<file path="src/rtl/wide_add_sequencer_if.sv">
// Bundle of signals around the wide add sequencer: the operand request
// handshake, the word-serial port to the external adder, and the result
// handshake. The sequencer connects through the slave modport; the
// requester/adder side connects through the master modport.
interface wide_add_sequencer_if #(
    parameter int size  = 32,
    parameter int words = 4
);
    // operand request
    logic                    IN_VALID;
    logic                    IN_READY;
    logic [size*words-1:0]   A;
    logic [size*words-1:0]   B;
    logic                    CIN;
    logic                    SUB;
    // external combinational adder
    logic [size-1:0]         ADD_A;
    logic [size-1:0]         ADD_B;
    logic                    ADD_CIN;
    logic [size-1:0]         ADD_SUM;
    logic                    ADD_COUT;
    // result
    logic                    OUT_VALID;
    logic                    OUT_READY;
    logic [size*words-1:0]   SUM;
    logic                    COUT;
    logic                    OVF;
    logic                    BUSY;

    modport slave (
        input  IN_VALID, A, B, CIN, SUB, ADD_SUM, ADD_COUT, OUT_READY,
        output IN_READY, ADD_A, ADD_B, ADD_CIN, OUT_VALID, SUM, COUT, OVF, BUSY
    );

    modport master (
        output IN_VALID, A, B, CIN, SUB, ADD_SUM, ADD_COUT, OUT_READY,
        input  IN_READY, ADD_A, ADD_B, ADD_CIN, OUT_VALID, SUM, COUT, OVF, BUSY
    );
endinterface

</file>
<file path="src/rtl/wide_add_sequencer.sv">
// Word-serial wide adder/subtractor. Drives an external size-bit adder one
// word per cycle, LSW first, chaining the carry through a register, and
// assembles the size*words-bit result plus carry-out and signed overflow.
module wide_add_sequencer #(
    parameter int size  = 32,
    parameter int words = 4
) (
    input  logic                   CLK,
    input  logic                   RST_N,
    wide_add_sequencer_if.slave    bus
);
    localparam int W  = size * words;
    localparam int CW = (words > 1) ? $clog2(words) : 1;
    localparam logic [CW-1:0] LAST = CW'(words - 1);

    typedef enum logic [1:0] {IDLE, RUN, DONE} state_t;

    state_t          state_reg;
    logic [W-1:0]    opa_reg;
    logic [W-1:0]    opb_reg;     // B already inverted when subtracting
    logic [W-1:0]    sum_reg;
    logic [CW-1:0]   cnt_reg;
    logic            carry_reg;
    logic            cout_reg;
    logic            ovf_reg;

    logic [size-1:0] a_word [words];
    logic [size-1:0] b_word [words];

    logic run;
    logic accept;
    logic ovf_next;

    // Split the captured operands into words for the per-cycle mux.
    generate
        for (genvar gi = 0; gi < words; gi++) begin : g_word
            assign a_word[gi] = opa_reg[gi*size +: size];
            assign b_word[gi] = opb_reg[gi*size +: size];
        end
    endgenerate

    assign run    = (state_reg == RUN);
    assign accept = bus.IN_VALID & bus.IN_READY;

    // A new request can overlap the cycle in which the old result is taken.
    assign bus.IN_READY = (state_reg == IDLE) | ((state_reg == DONE) & bus.OUT_READY);

    // The adder only sees live operands during RUN; elsewhere it idles at 0.
    assign bus.ADD_A   = run ? a_word[cnt_reg] : '0;
    assign bus.ADD_B   = run ? b_word[cnt_reg] : '0;
    assign bus.ADD_CIN = run & carry_reg;

    // Signed overflow from the operand sign bits (effective B) and the top sum bit.
    assign ovf_next = (opa_reg[W-1] ~^ opb_reg[W-1]) & (opa_reg[W-1] ^ bus.ADD_SUM[size-1]);

    assign bus.OUT_VALID = (state_reg == DONE);
    assign bus.BUSY      = run;
    assign bus.SUM       = sum_reg;
    assign bus.COUT      = cout_reg;
    assign bus.OVF       = ovf_reg;

    // Sequencer FSM: capture on acceptance, one word per RUN cycle, hold result in DONE.
    always_ff @(posedge CLK) begin
        if (!RST_N) begin
            state_reg <= IDLE;
            opa_reg   <= '0;
            opb_reg   <= '0;
            sum_reg   <= '0;
            cnt_reg   <= '0;
            carry_reg <= 1'b0;
            cout_reg  <= 1'b0;
            ovf_reg   <= 1'b0;
        end else begin
            case (state_reg)
                IDLE, DONE: begin
                    if (accept) begin
                        opa_reg   <= bus.A;
                        opb_reg   <= bus.SUB ? ~bus.B : bus.B;
                        carry_reg <= bus.SUB ? 1'b1 : bus.CIN;
                        cnt_reg   <= '0;
                        state_reg <= RUN;
                    end else if (state_reg == DONE && bus.OUT_READY) begin
                        state_reg <= IDLE;
                    end
                end
                RUN: begin
                    sum_reg[cnt_reg*size +: size] <= bus.ADD_SUM;
                    carry_reg <= bus.ADD_COUT;
                    if (cnt_reg == LAST) begin
                        cout_reg  <= bus.ADD_COUT;
                        ovf_reg   <= ovf_next;
                        state_reg <= DONE;
                    end else begin
                        cnt_reg <= cnt_reg + 1'b1;
                    end
                end
                default: state_reg <= IDLE;
            endcase
        end
    end
endmodule

</file>
<file path="src/flat_wrapper.sv">
// flat-port wrapper written by rule: the top's interface ports become plain ports
module wide_add_sequencer_flat 
#(
    parameter int size  = 32,
    parameter int words = 4
)
  (CLK, RST_N, bus_IN_VALID, bus_A, bus_B, bus_CIN, bus_SUB, bus_ADD_SUM, bus_ADD_COUT, bus_OUT_READY, bus_IN_READY, bus_ADD_A, bus_ADD_B, bus_ADD_CIN, bus_OUT_VALID, bus_SUM, bus_COUT, bus_OVF, bus_BUSY);
  wide_add_sequencer_if #(.size(size), .words(words)) bus_i ();
  input  logic CLK;
  input  logic RST_N;
  input wire logic [$bits(bus_i.IN_VALID)-1:0] bus_IN_VALID;
  input wire logic [$bits(bus_i.A)-1:0] bus_A;
  input wire logic [$bits(bus_i.B)-1:0] bus_B;
  input wire logic [$bits(bus_i.CIN)-1:0] bus_CIN;
  input wire logic [$bits(bus_i.SUB)-1:0] bus_SUB;
  input wire logic [$bits(bus_i.ADD_SUM)-1:0] bus_ADD_SUM;
  input wire logic [$bits(bus_i.ADD_COUT)-1:0] bus_ADD_COUT;
  input wire logic [$bits(bus_i.OUT_READY)-1:0] bus_OUT_READY;
  output wire logic [$bits(bus_i.IN_READY)-1:0] bus_IN_READY;
  output wire logic [$bits(bus_i.ADD_A)-1:0] bus_ADD_A;
  output wire logic [$bits(bus_i.ADD_B)-1:0] bus_ADD_B;
  output wire logic [$bits(bus_i.ADD_CIN)-1:0] bus_ADD_CIN;
  output wire logic [$bits(bus_i.OUT_VALID)-1:0] bus_OUT_VALID;
  output wire logic [$bits(bus_i.SUM)-1:0] bus_SUM;
  output wire logic [$bits(bus_i.COUT)-1:0] bus_COUT;
  output wire logic [$bits(bus_i.OVF)-1:0] bus_OVF;
  output wire logic [$bits(bus_i.BUSY)-1:0] bus_BUSY;
  assign bus_i.IN_VALID = bus_IN_VALID;
  assign bus_i.A = bus_A;
  assign bus_i.B = bus_B;
  assign bus_i.CIN = bus_CIN;
  assign bus_i.SUB = bus_SUB;
  assign bus_i.ADD_SUM = bus_ADD_SUM;
  assign bus_i.ADD_COUT = bus_ADD_COUT;
  assign bus_i.OUT_READY = bus_OUT_READY;
  assign bus_IN_READY = bus_i.IN_READY;
  assign bus_ADD_A = bus_i.ADD_A;
  assign bus_ADD_B = bus_i.ADD_B;
  assign bus_ADD_CIN = bus_i.ADD_CIN;
  assign bus_OUT_VALID = bus_i.OUT_VALID;
  assign bus_SUM = bus_i.SUM;
  assign bus_COUT = bus_i.COUT;
  assign bus_OVF = bus_i.OVF;
  assign bus_BUSY = bus_i.BUSY;
  wide_add_sequencer #(.size(size), .words(words)) u_core (.CLK(CLK), .RST_N(RST_N), .bus(bus_i));
endmodule
</file>
<file path="config.mk">
export PLATFORM = sky130hd
export DESIGN_NAME = wide_add_sequencer_flat
export DESIGN_NICKNAME = d
export VERILOG_FILES = /design/src/rtl/wide_add_sequencer_if.sv /design/src/rtl/wide_add_sequencer.sv /design/src/flat_wrapper.sv
export SDC_FILE = /design/constraint.sdc
export NUM_CORES = 1
export LEC_CHECK = 0
export CELL_PAD_IN_SITES_DETAIL_PLACEMENT = 1
export CELL_PAD_IN_SITES_GLOBAL_PLACEMENT = 2
export CORE_MARGIN = 4
export CORE_UTILIZATION = 30
export DETAILED_ROUTE_END_ITERATION = 16
export PLACE_DENSITY = 0.79
export SLEW_MARGIN = 20
export SYNTH_ARGS = -nofsm -noshare
export SYNTH_HDL_FRONTEND = slang
export SYNTH_SLANG_ARGS = --single-unit
</file>
<file path="constraint.sdc">
create_clock -name CLK -period 5.15 [get_ports CLK]
set_input_delay 1.03 -clock CLK [delete_from_list [all_inputs] [get_ports CLK]]
set_output_delay 1.03 -clock CLK [all_outputs]
set_load 0.005 [all_outputs]
</file>
==> results_dict.tcl <==
set metrics [dict create \
    outcome "finished clean" \
    period_share_pct 83.3 \
    cp_top_family "buffers and inverters" \
    coreArea_mm2 0.0566 \
    ys_seq_area_share_pct 45.4 \
    cts_buffers 46 \
    syn_nets 2008 \
    synth-seq-cells 391 \
    setup_viol 0 \
    cts_num_sinks 391 \
    grt_usage_pct 20.4 \
    antenna_found_initial 18 \
    reg2reg_from "u_core.cnt_reg[1]" \
    cts.clk_slew.worst_paths_ns 0.06 \
    drc 0 \
    power_mw 7.82 \
    power.leakage_nw 8.09 \
    worst_slew_pin_slew_ns 1.05 \
    io_pins 493 \
    dieArea_mm2 0.0614 \
    gp_congestion 0.805 \
    ff2ff_path_depth 6 \
    syn_to_final_growth_pct 40.1 \
    postSynthCellCount 1708 \
    clk_latency_ns 0.57 \
    r2r_end "u_core.bus.SUM[126]" \
    drtAntennaViolNets 0 \
    wl_per_cell_um 22.8 \
    sw_frac_of_total_pct 25.2 \
    timing.fmax_mhz 233 \
    cts_tree "done" \
    num_rows 87 \
    start_util_pct 30.5 \
    fill_cells 6275 \
    p_clk_share_pct 43.3 \
    vias 15300 \
    slew_headroom_pct 30.1 \
    design_area_mm2 0.0242 \
    ctsRootBufferMaster "clkbuf_16" \
    drtPass1Iterations 5 \
    max_stage_delay_ns 0.85 \
    maxCapViolCount 0 \
    syn_avg_cell_area_um2 10.1 \
    drt-total-wl_um 65800 \
    syn-cell-area_mm2 0.0173 \
    nets 2375 \
    cp_slowest_cell "clkinv_2" \
    period_minus_slack_ns 4.29 \
    ctsHoldBuffers 0 \
    path_class "reg -> out" \
    routed_via_density 5.32 \
    end_kind "primary output" \
    startpoint_type "flop" \
    worst_hold_slack_ns 0.463 \
    grt_pass1_vias 16200 \
    htree_levels 2 \
    crit_fanout 67 \
    finalClockSkew_ns 0.0203 \
    post_cts_resized 0 \
    die_w_um 248 \
    rrSetupSlack_ns 1.94 \
    grt_pass1_wl_um 98100 \
    p_per_area_mw_per_mm2 324 \
    layout_setup_ws_ns 0.861 \
    dpl_worst_slack_ns 1.55 \
    slew_viol_final 0 \
    critPathRequiredTime_ns 4.12 \
    cp-endpoint "bus_ADD_A[10]" \
    intPower_mw 5.85 \
    die_y_um 248 \
    crit_cells 4 \
    placed_area_mm2 0.0226 \
    p_sw_mw 1.97 \
    fin_tns_setup_ns 0 \
    cp_num_buf_inv 2 \
    drt-initial-drc-count 868 \
    p_comb_share_pct 14.3 \
    power_frac_seq_pct 42.4 \
    synth_cell_types 39 \
    yosysWarnings 0 \
    io_buffers 492 \
    vdd_ir_drop_max_mv 0.241 \
    post-cts-setup-buffers 0 \
    grt_max_degree 131 \
    hold_violations 0 \
    grt_remaining_overflow 0 \
    dp_hpwl_um 44700 \
    crit_chain "nand2b_1, clkinv_2, and2_1, clkdlybuf4s50_1" \
    hold_path.class "reg -> reg" \
    critPathArrivalTime_ns 3.26 \
    crit_start "u_core.state_reg[1]" \
    final_cell_mix "clkdlybuf4s50_1, dfxtp_1, a21oi_1" \
    clockBufferDepth 3 \
    final_common_cell "clkdlybuf4s50_1" \
    drive_gt1_share_pct 10.8 \
    rsz0062_at_grt "false" \
]
## power by group through the flow
stage               clock, mW  combinational, mW  sequential [mW]
CTS                      3.48               1.13             3.32
floorplan                   0              0.643             3.32
detailed placement          0               1.13             3.38
finish                   3.39               1.12             3.31
global route             3.61               1.22             3.33
global placement            0               1.10             3.37
## synth_stat cells
cell       number  area (um2)
buf_2          71         355
nand4bb_1       1        11.3
and2b_2         1        8.76
a211oi_1      128         961
mux4_2         64        1440
o221ai_1        1        8.76
inv_2           2        7.51
and2_1         66         413
a32o_1         96         961
buf_4           8        60.1
nand2b_1        3        18.8
nand3_1       130         651
and3b_1         2        17.5
a2bb2o_1        1        10.0
xnor2_1       128        1120
clkbuf_2        1        5.00
nor2_1          7        26.3
o2111ai_1       1        8.76
buf_6          13         146
clkbuf_1      105         394
o21ai_0       129         646
nor2b_1         2        12.5
or3b_1          1        8.76
mux2i_1         1        10.0
buf_1           9        33.8
o2bb2ai_2      30         450
nand2_1        37         139
o211ai_1        1        7.51
nor4_4          2        42.5
o2bb2ai_1       1        8.76
or3_1           1        6.26
o22ai_1         1        6.26
inv_1           3        11.3
o32ai_1         1        8.76
ha_1            5        62.6
dfxtp_1       391        7830
a21oi_2         3        26.3
buf_8           1        15.0
a21oi_1       260        1300
## routing by layer
metal	wire length, um	GRT usage, %	part of all wire (%)
met1	27700	25.4	42
met2	32400	35.3	49
met3	3910	4.59	5.9
met4	1670	5.99	2.5
met5	84	0	0.13
## metrics by stage
stage | util [%] | cells
global route | 42.7 | 2873
detailed placement | 39.8 | 2783
floorplan | - | 1708
CTS | 42.6 | 2866
global placement | 39.8 | 2783
finish | 42.7 | 2878
## layout make-up
cell class / instances / area, um2 / area share, %
clock inverters: 23 / 254 / 1.05
flip-flops and latches: 391 / 7840 / 32.4
multi-input cells: 1104 / 8440 / 34.9
well taps: 756 / 946 / 3.91
repair buffers: 527 / 5310 / 22.0
diodes: 12 / 30.0 / 0.124
inverters: 5 / 27.5 / 0.114
clock buffers: 60 / 1330 / 5.48
## how the worst min path moves through the flow
stage,from,end,slack [ns],depth (start not counted)
floorplan,u_core.opa_reg[64],u_core.opa_reg[64],0.45,2
global placement,u_core.bus.SUM[75],u_core.bus.SUM[75],0.45,1
detailed placement,u_core.bus.SUM[35],u_core.bus.SUM[35],0.45,1
CTS,u_core.bus.SUM[35],u_core.bus.SUM[35],0.47,1
global route,u_core.bus.SUM[92],u_core.bus.SUM[92],0.48,1
finish,u_core.bus.SUM[35],u_core.bus.SUM[35],0.46,1
## cell families after synthesis
group | count (synthesis) | synth area share, %
AOI/OAI and AO/OA | 653 | 25.5
and+or+nand+nor | 253 | 7.86
DFF | 391 | 45.4
muxes | 65 | 8.41
xor gates and xnor gates | 128 | 6.50
buffers and inverters | 213 | 5.96
adders and majority gates | 5 | 0.363
## worst register-to-register path, stage by stage (launching register included)
cell and delay (ns):
dfxtp_4 0.86, inv_1 0.21, ha_1 0.29, nand4bb_1 0.29, or3b_2 0.89, buf_4 0.36
a2bb2o_1 0.26
Note: power is estimated with default switching activity, not from simulation.
